**config.mk**
```make
export PLATFORM = sky130hd
export DESIGN_NAME = inverse_butterfly_unit_flat
export DESIGN_NICKNAME = d
export VERILOG_FILES = /design/src/rtl/inverse_butterfly_unit_if.sv /design/src/rtl/inverse_butterfly_unit.sv /design/src/flat_wrapper.sv
export SDC_FILE = /design/constraint.sdc
export NUM_CORES = 2
export LEC_CHECK = 0
export CORE_ASPECT_RATIO = 1.4
export CORE_UTILIZATION = 65
export CTS_BUF_LIST = sky130_fd_sc_hd__clkbuf_8
export DETAILED_ROUTE_END_ITERATION = 7
export DONT_BUFFER_PORTS = 1
export GPL_TIMING_DRIVEN = 1
export PLACE_DENSITY_LB_ADDON = 0.08
export SETUP_SLACK_MARGIN = 0.02
export SLEW_MARGIN = 10
export SYNTH_ARGS = -nofsm -noshare
export SYNTH_HDL_FRONTEND = slang
export SYNTH_SLANG_ARGS = --single-unit
```
**constraint.sdc**
```tcl
create_clock -name Clk -period 14.2 [get_ports Clk]
set_clock_uncertainty 0.15 [all_clocks]
set_input_delay 2.84 -clock Clk [delete_from_list [all_inputs] [get_ports Clk]]
set_output_delay 2.84 -clock Clk [all_outputs]
set_load 0.02 [all_outputs]
```
**src/rtl/inverse_butterfly_unit_if.sv**
```systemverilog
`default_nettype none
// ============================================================================
// Module   : inverse_butterfly_unit_if
// Brief    : Handshake and data bundle for the radix-2 inverse butterfly.
// Revision : 1.0
// ============================================================================
interface inverse_butterfly_unit_if #(
  parameter int HALF_W = 16
);
  logic                  in_valid;
  logic                  in_ready;
  logic [2*HALF_W-1:0]   Y;
  logic [2*HALF_W-1:0]   Z;
  logic [2*HALF_W-1:0]   w;
  logic                  out_valid;
  logic                  out_ready;
  logic [2*HALF_W-1:0]   A;
  logic [2*HALF_W-1:0]   B;
  logic                  ovf;

  modport master (
    output in_valid, Y, Z, w, out_ready,
    input  in_ready, out_valid, A, B, ovf
  );

  modport slave (
    input  in_valid, Y, Z, w, out_ready,
    output in_ready, out_valid, A, B, ovf
  );
endinterface
`default_nettype wire

```
**src/rtl/inverse_butterfly_unit.sv**
```systemverilog
`default_nettype none
// ============================================================================
// Module   : inverse_butterfly_unit
// Brief    : 3-stage radix-2 inverse butterfly, A=(Y+Z)/2, B=((Y-Z)/2)*conj(w).
//            Define INV_BFLY_SAT_EN to saturate B and enable the sticky ovf flag.
// Revision : 1.0
// ============================================================================
module inverse_butterfly_unit #(
  parameter int FRAC_BITS = 10,
  parameter int HALF_W    = 16
) (
  input  wire logic               Clk,
  input  wire logic               Rst,
  inverse_butterfly_unit_if.slave bus
);
  localparam int W = 2 * HALF_W;
  localparam logic signed [W:0] C_RND  = (W+1)'(2 ** (FRAC_BITS - 1));
  localparam logic signed [W:0] C_MAXV = (W+1)'(2 ** (HALF_W - 1) - 1);
  localparam logic signed [W:0] C_MINV = (W+1)'(-(2 ** (HALF_W - 1)));

  logic advance;

  logic                     s1_vld_q;
  logic [W-1:0]             s1_a_q;
  logic signed [HALF_W-1:0] s1_dr_q, s1_di_q;
  logic [W-1:0]             s1_w_q;

  logic                     s2_vld_q;
  logic [W-1:0]             s2_a_q;
  logic signed [W-1:0]      s2_p_rr_q, s2_p_ii_q, s2_p_ir_q, s2_p_ri_q;

  logic                     out_vld_q;
  logic [W-1:0]             a_out_q, b_out_q;

  assign advance      = !out_vld_q || bus.out_ready;
  assign bus.in_ready = advance;
  assign bus.out_valid = out_vld_q;
  assign bus.A        = a_out_q;
  assign bus.B        = b_out_q;

  // Stage 1: halved sum and difference; the 17-bit intermediate cannot overflow
  logic signed [HALF_W-1:0] y_re, y_im, z_re, z_im;
  logic signed [HALF_W:0]   sum_re, sum_im, dif_re, dif_im;
  logic [W-1:0]             s1_a_d;

  assign y_re   = bus.Y[W-1:HALF_W];
  assign y_im   = bus.Y[HALF_W-1:0];
  assign z_re   = bus.Z[W-1:HALF_W];
  assign z_im   = bus.Z[HALF_W-1:0];
  assign sum_re = (HALF_W+1)'(y_re) + (HALF_W+1)'(z_re);
  assign sum_im = (HALF_W+1)'(y_im) + (HALF_W+1)'(z_im);
  assign dif_re = (HALF_W+1)'(y_re) - (HALF_W+1)'(z_re);
  assign dif_im = (HALF_W+1)'(y_im) - (HALF_W+1)'(z_im);
  assign s1_a_d = {sum_re[HALF_W:1], sum_im[HALF_W:1]};

  // Stage 2: the four partial products of d * conj(w)
  logic signed [HALF_W-1:0] s1_wr, s1_wi;
  logic signed [W-1:0]      p_rr_d, p_ii_d, p_ir_d, p_ri_d;

  assign s1_wr  = s1_w_q[W-1:HALF_W];
  assign s1_wi  = s1_w_q[HALF_W-1:0];
  assign p_rr_d = W'(s1_dr_q) * W'(s1_wr);
  assign p_ii_d = W'(s1_di_q) * W'(s1_wi);
  assign p_ir_d = W'(s1_di_q) * W'(s1_wr);
  assign p_ri_d = W'(s1_dr_q) * W'(s1_wi);

  // Stage 3: combine, round half-up, reduce to component width
  logic signed [W:0]        br_rnd, bi_rnd, br_shf, bi_shf;
  logic [HALF_W-1:0]        br_d, bi_d;

  assign br_rnd = (W+1)'(s2_p_rr_q) + (W+1)'(s2_p_ii_q) + C_RND;
  assign bi_rnd = (W+1)'(s2_p_ir_q) - (W+1)'(s2_p_ri_q) + C_RND;
  assign br_shf = br_rnd >>> FRAC_BITS;
  assign bi_shf = bi_rnd >>> FRAC_BITS;

`ifdef INV_BFLY_SAT_EN
  logic clip_d;
  logic ovf_q;

  always_comb begin
    br_d   = br_shf[HALF_W-1:0];
    bi_d   = bi_shf[HALF_W-1:0];
    clip_d = 1'b0;
    if (br_shf > C_MAXV) begin
      br_d   = {1'b0, {(HALF_W-1){1'b1}}};
      clip_d = 1'b1;
    end else if (br_shf < C_MINV) begin
      br_d   = {1'b1, {(HALF_W-1){1'b0}}};
      clip_d = 1'b1;
    end
    if (bi_shf > C_MAXV) begin
      bi_d   = {1'b0, {(HALF_W-1){1'b1}}};
      clip_d = 1'b1;
    end else if (bi_shf < C_MINV) begin
      bi_d   = {1'b1, {(HALF_W-1){1'b0}}};
      clip_d = 1'b1;
    end
  end

  // Bubbles carry stale data, so only a valid load may raise the flag
  always_ff @(posedge Clk) begin
    if (Rst) begin
      ovf_q <= 1'b0;
    end else if (advance && s2_vld_q && clip_d) begin
      ovf_q <= 1'b1;
    end
  end

  assign bus.ovf = ovf_q;
`else
  logic unused_bits;

  assign br_d        = br_shf[HALF_W-1:0];
  assign bi_d        = bi_shf[HALF_W-1:0];
  assign unused_bits = ^{br_shf[W:HALF_W], bi_shf[W:HALF_W], C_MAXV, C_MINV};
  assign bus.ovf     = 1'b0;
`endif

  always_ff @(posedge Clk) begin
    if (Rst) begin
      s1_vld_q  <= 1'b0;
      s2_vld_q  <= 1'b0;
      out_vld_q <= 1'b0;
      a_out_q   <= '0;
      b_out_q   <= '0;
    end else if (advance) begin
      s1_vld_q  <= bus.in_valid;
      s2_vld_q  <= s1_vld_q;
      out_vld_q <= s2_vld_q;
      a_out_q   <= s2_a_q;
      b_out_q   <= {br_d, bi_d};
    end
  end

  always_ff @(posedge Clk) begin
    if (advance) begin
      s1_a_q    <= s1_a_d;
      s1_dr_q   <= dif_re[HALF_W:1];
      s1_di_q   <= dif_im[HALF_W:1];
      s1_w_q    <= bus.w;
      s2_a_q    <= s1_a_q;
      s2_p_rr_q <= p_rr_d;
      s2_p_ii_q <= p_ii_d;
      s2_p_ir_q <= p_ir_d;
      s2_p_ri_q <= p_ri_d;
    end
  end
endmodule
`default_nettype wire

```
**src/flat_wrapper.sv**
```systemverilog
// flat-port wrapper written by rule: the top's interface ports become plain ports
module inverse_butterfly_unit_flat 
#(
  parameter int FRAC_BITS = 10,
  parameter int HALF_W    = 16
)
  (Clk, Rst, bus_in_valid, bus_Y, bus_Z, bus_w, bus_out_ready, bus_in_ready, bus_out_valid, bus_A, bus_B, bus_ovf);
  inverse_butterfly_unit_if #(.HALF_W(HALF_W)) bus_i ();
  input  wire logic Clk;
  input  wire logic Rst;
  input wire logic [$bits(bus_i.in_valid)-1:0] bus_in_valid;
  input wire logic [$bits(bus_i.Y)-1:0] bus_Y;
  input wire logic [$bits(bus_i.Z)-1:0] bus_Z;
  input wire logic [$bits(bus_i.w)-1:0] bus_w;
  input wire logic [$bits(bus_i.out_ready)-1:0] bus_out_ready;
  output wire logic [$bits(bus_i.in_ready)-1:0] bus_in_ready;
  output wire logic [$bits(bus_i.out_valid)-1:0] bus_out_valid;
  output wire logic [$bits(bus_i.A)-1:0] bus_A;
  output wire logic [$bits(bus_i.B)-1:0] bus_B;
  output wire logic [$bits(bus_i.ovf)-1:0] bus_ovf;
  assign bus_i.in_valid = bus_in_valid;
  assign bus_i.Y = bus_Y;
  assign bus_i.Z = bus_Z;
  assign bus_i.w = bus_w;
  assign bus_i.out_ready = bus_out_ready;
  assign bus_in_ready = bus_i.in_ready;
  assign bus_out_valid = bus_i.out_valid;
  assign bus_A = bus_i.A;
  assign bus_B = bus_i.B;
  assign bus_ovf = bus_i.ovf;
  inverse_butterfly_unit #(.FRAC_BITS(FRAC_BITS), .HALF_W(HALF_W)) u_core (.Clk(Clk), .Rst(Rst), .bus(bus_i));
endmodule
```
==> metrics <==
Top-Level Pins 167; total die area 0.0740 mm²; Total Wirelength 108000 µm; part of the cycle the worst path needs 0.522; Finish-stage setup viols 0; kind of end point of the critical path flip-flop; Area Growth Syn to Fin 4.26%; most common cell after layout, fill and taps aside sky130_fd_sc_hd__inv_1; floorplan core area 0.0718 mm²; Tightest Hold Check Type reg2reg; average cell area after synthesis 9.52 µm²; final cell count without fillers 5875; number of core rows 116; number of gates resized after CTS 0; ratio of cells with drive above 1 in the final layout 0.0333; total track usage 0.317; wire length of the first global-routing pass 181000 µm; max-slew violation count 0; number of warnings printed during yosys synthesis 0; fmax 135 MHz; fraction of registers with async set/reset 0; Crit path arrival time 7.69 ns; grt ovf 0; DRT antenna net count 0; area post-placement 0.0483 mm²; data required time at the worst endpoint 14.47 ns; top library cells by usage in the layout, fill and taps aside 1159 x sky130_fd_sc_hd__inv_1, 840 x sky130_fd_sc_hd__fa_1, 596 x sky130_fd_sc_hd__nand2_1; number of synthesized register bits 299; final period demand of the worst path 7.41 ns; final weighted congestion in routability-driven placement 0.854; unrepaired setup endpoints after global routing false; first-pass iteration count of the detailed router 6; Syn Nets 6375; Main synth FF type sky130_fd_sc_hd__edfxtp_1; Vert. Die Dim 322 µm; count of clock tree sinks 299; post-layout instance area 0.0494 mm²; mean routed wirelength per cell 18.4 µm; pin count of the biggest net entering global routing 84; initial cell density of the core 0.660; Final Hold Fails 0; Mapped Area 0.0474 mm²; transition time at the pin with the least slew margin 1.25 ns; Vias 32400; clock latency on the worst-skew pair 0.71 ns; number of distinct library cell variants in the gate-level netlist after synthesis 71; worst setup path category reg2reg; kind of start point of the critical path flip-flop; number of buffers inserted for hold repair after clock tree synthesis 0; DRC marker count from the first detailed-route iteration 1613; status completed; post-detailed-route via-to-cell ratio 5.51; CTS Root Cell sky130_fd_sc_hd__clkbuf_8; via count of the first global-routing pass 35700; Max-slew headroom 0.166; CTS tree yes; count of port buffers added during placement 0; number of antenna violations at the first check in global routing 2; residual DRC count 0; part of the Yosys area used for sequential elements 0.175; nets@finish 6279; placed insts 5774; cts bufs inserted 53; number of enable flip-flop cells after synthesis 232; horizontal die dimension 230 µm; number of max-capacitance violations reported 0; largest buffer count on any clock path 3; Worst Path Max Fanout 32; core occupancy in the finished layout 0.688; Setup Buffers After CTS 0; post-DP HPWL 82000 µm; Fin Setup TNS 0 ns; H-Tree Depth 2; Mapped Cells 4981; Reg clk slew, reported paths 0.08 ns
[synthesized netlist by cell type, drive strengths merged, types with 3 or more instances]
cell type | count | area [µm²]
a221o | 4 | 40.0
inv | 1145 | 4300
nand2b | 34 | 213
ha | 454 | 5680
a211oi | 19 | 143
dfxtp | 67 | 1340
nor2b | 24 | 150
or4 | 3 | 22.5
clkbuf | 208 | 781
a31o | 5 | 43.8
a211o | 3 | 26.3
nand3b | 3 | 22.5
and4 | 3 | 26.3
nand3 | 24 | 120
nor2 | 145 | 544
o211ai | 4 | 30.0
nand2 | 596 | 2240
or3 | 12 | 75.1
o22ai | 6 | 37.5
edfxtp | 232 | 6970
o31ai | 9 | 67.6
a2111oi | 4 | 78.8
a221oi | 3 | 32.5
o21a | 21 | 158
xor2 | 48 | 420
o21bai | 35 | 263
a41oi | 4 | 35.0
o21ai | 59 | 295
a31oi | 7 | 43.8
and2 | 481 | 3010
fa | 840 | 16800
and3 | 8 | 50.1
nor3 | 34 | 175
a21boi | 5 | 37.5
o41ai | 6 | 67.6
a21o | 44 | 330
a21oi | 159 | 807
buf | 5 | 22.5
xnor2 | 186 | 1630
[flip-flops by register name (all words and copies together) (netlist names)]
signal                count
u_core.s2_a_q            32
u_core.bus.B             32
u_core.s1_a_q            32
u_core.s2_p_ir_q         26
u_core.s1_dr_q           16
u_core.s2_vld_q           1
u_core.s1_di_q           16
u_core.bus.A             32
u_core.bus.out_valid      1
u_core.s2_p_ri_q         26
u_core.s2_p_ii_q         26
u_core.s2_p_rr_q         26
u_core.s1_vld_q           1
u_core.s1_w_q            32
[stage by stage]
step / hold WS [ns] / setup slack (ns)
2_1_floorplan: 0.250 / 1.37
3_3_place_gp: 0.251 / 7.11
3_5_place_dp: 0.256 / 6.99
4_1_cts: 0.262 / 6.94
5_1_grt: 0.267 / 6.47
6_report: 0.263 / 6.79
[kinds of logic (layout without fill, tap and decap cells)]
logic type,after synthesis,in the layout,share of synthesized area
AND/OR/NAND/NOR,1377,1377,0.142
other,1,3,0.0000791
XOR/XNOR,234,234,0.0432
buffers and inverters,1358,1306,0.108
adder cells (fa/ha/maj),1294,1294,0.475
flip-flops,299,299,0.175
multiplexers,2,2,0.000449
AO/OA/AOI/OAI,416,416,0.0572
[per-layer routing]
| metal | GRT usage | wire length, µm | up-vias |
|---|---|---|---|
| met5 | 0 | 0 | - |
| met4 | 0.222 | 9210 | 0 |
| met3 | 0.0393 | 5470 | 302 |
| met2 | 0.551 | 54100 | 915 |
| met1 | 0.362 | 39600 | 16400 |
| li1 | - | - | 14800 |
[worst max-delay path, cell delays in order, from the launching register on]
cell                       delay [ns]
sky130_fd_sc_hd__edfxtp_1        1.18
sky130_fd_sc_hd__nand2_1         0.19
sky130_fd_sc_hd__fa_1            0.55
sky130_fd_sc_hd__fa_1            0.58
sky130_fd_sc_hd__fa_1            0.45
sky130_fd_sc_hd__fa_1            0.55
sky130_fd_sc_hd__inv_1           0.05
sky130_fd_sc_hd__fa_1            0.50
sky130_fd_sc_hd__fa_1            0.42
sky130_fd_sc_hd__ha_1            0.36
sky130_fd_sc_hd__a21o_1          0.20
sky130_fd_sc_hd__a21o_1          0.16
sky130_fd_sc_hd__a21oi_1         0.25
sky130_fd_sc_hd__o21ai_0         0.19
sky130_fd_sc_hd__a311oi_1        0.54
sky130_fd_sc_hd__o21ai_0         0.21
sky130_fd_sc_hd__a21oi_1         0.27
sky130_fd_sc_hd__o21bai_1        0.11
sky130_fd_sc_hd__a21oi_1         0.18
sky130_fd_sc_hd__xnor2_1         0.08
[layout make-up]
type                            count  area (µm²)
Antenna cell                        2        5.00
Clock buffer                       60         826
Clock inverter                     39         332
Fill cell                        5801       22400
Inverter                         1145        4310
Multi-Input combinational cell   3324       34000
Sequential cell                   299        8310
Tap cell                          944        1180
Timing Repair Buffer               62         465
[path summary, 6_finish.rpt]
| path | from | endpoint | slack, ns | depth (start not counted) |
|---|---|---|---|---|
| worst max-delay path | u_core.s1_w_q[2]$_DFFE_PP_ | u_core.s2_p_ii_q[24]$_DFFE_PP_ | 6.79 | 19 |
| worst min-delay path | u_core.s1_a_q[5]$_DFFE_PP_ | u_core.s2_a_q[5]$_DFFE_PP_ | 0.26 | 0 |
| worst min register to register | u_core.s1_a_q[5]$_DFFE_PP_ | u_core.s2_a_q[5]$_DFFE_PP_ | 0.26 | 0 |
| worst max register to register | u_core.s1_w_q[2]$_DFFE_PP_ | u_core.s2_p_ii_q[24]$_DFFE_PP_ | 6.79 | 19 |
Power is left out: the tool's default activity adds up to more than one toggle a clock period on the data nets, which glitch-free logic cannot reach.
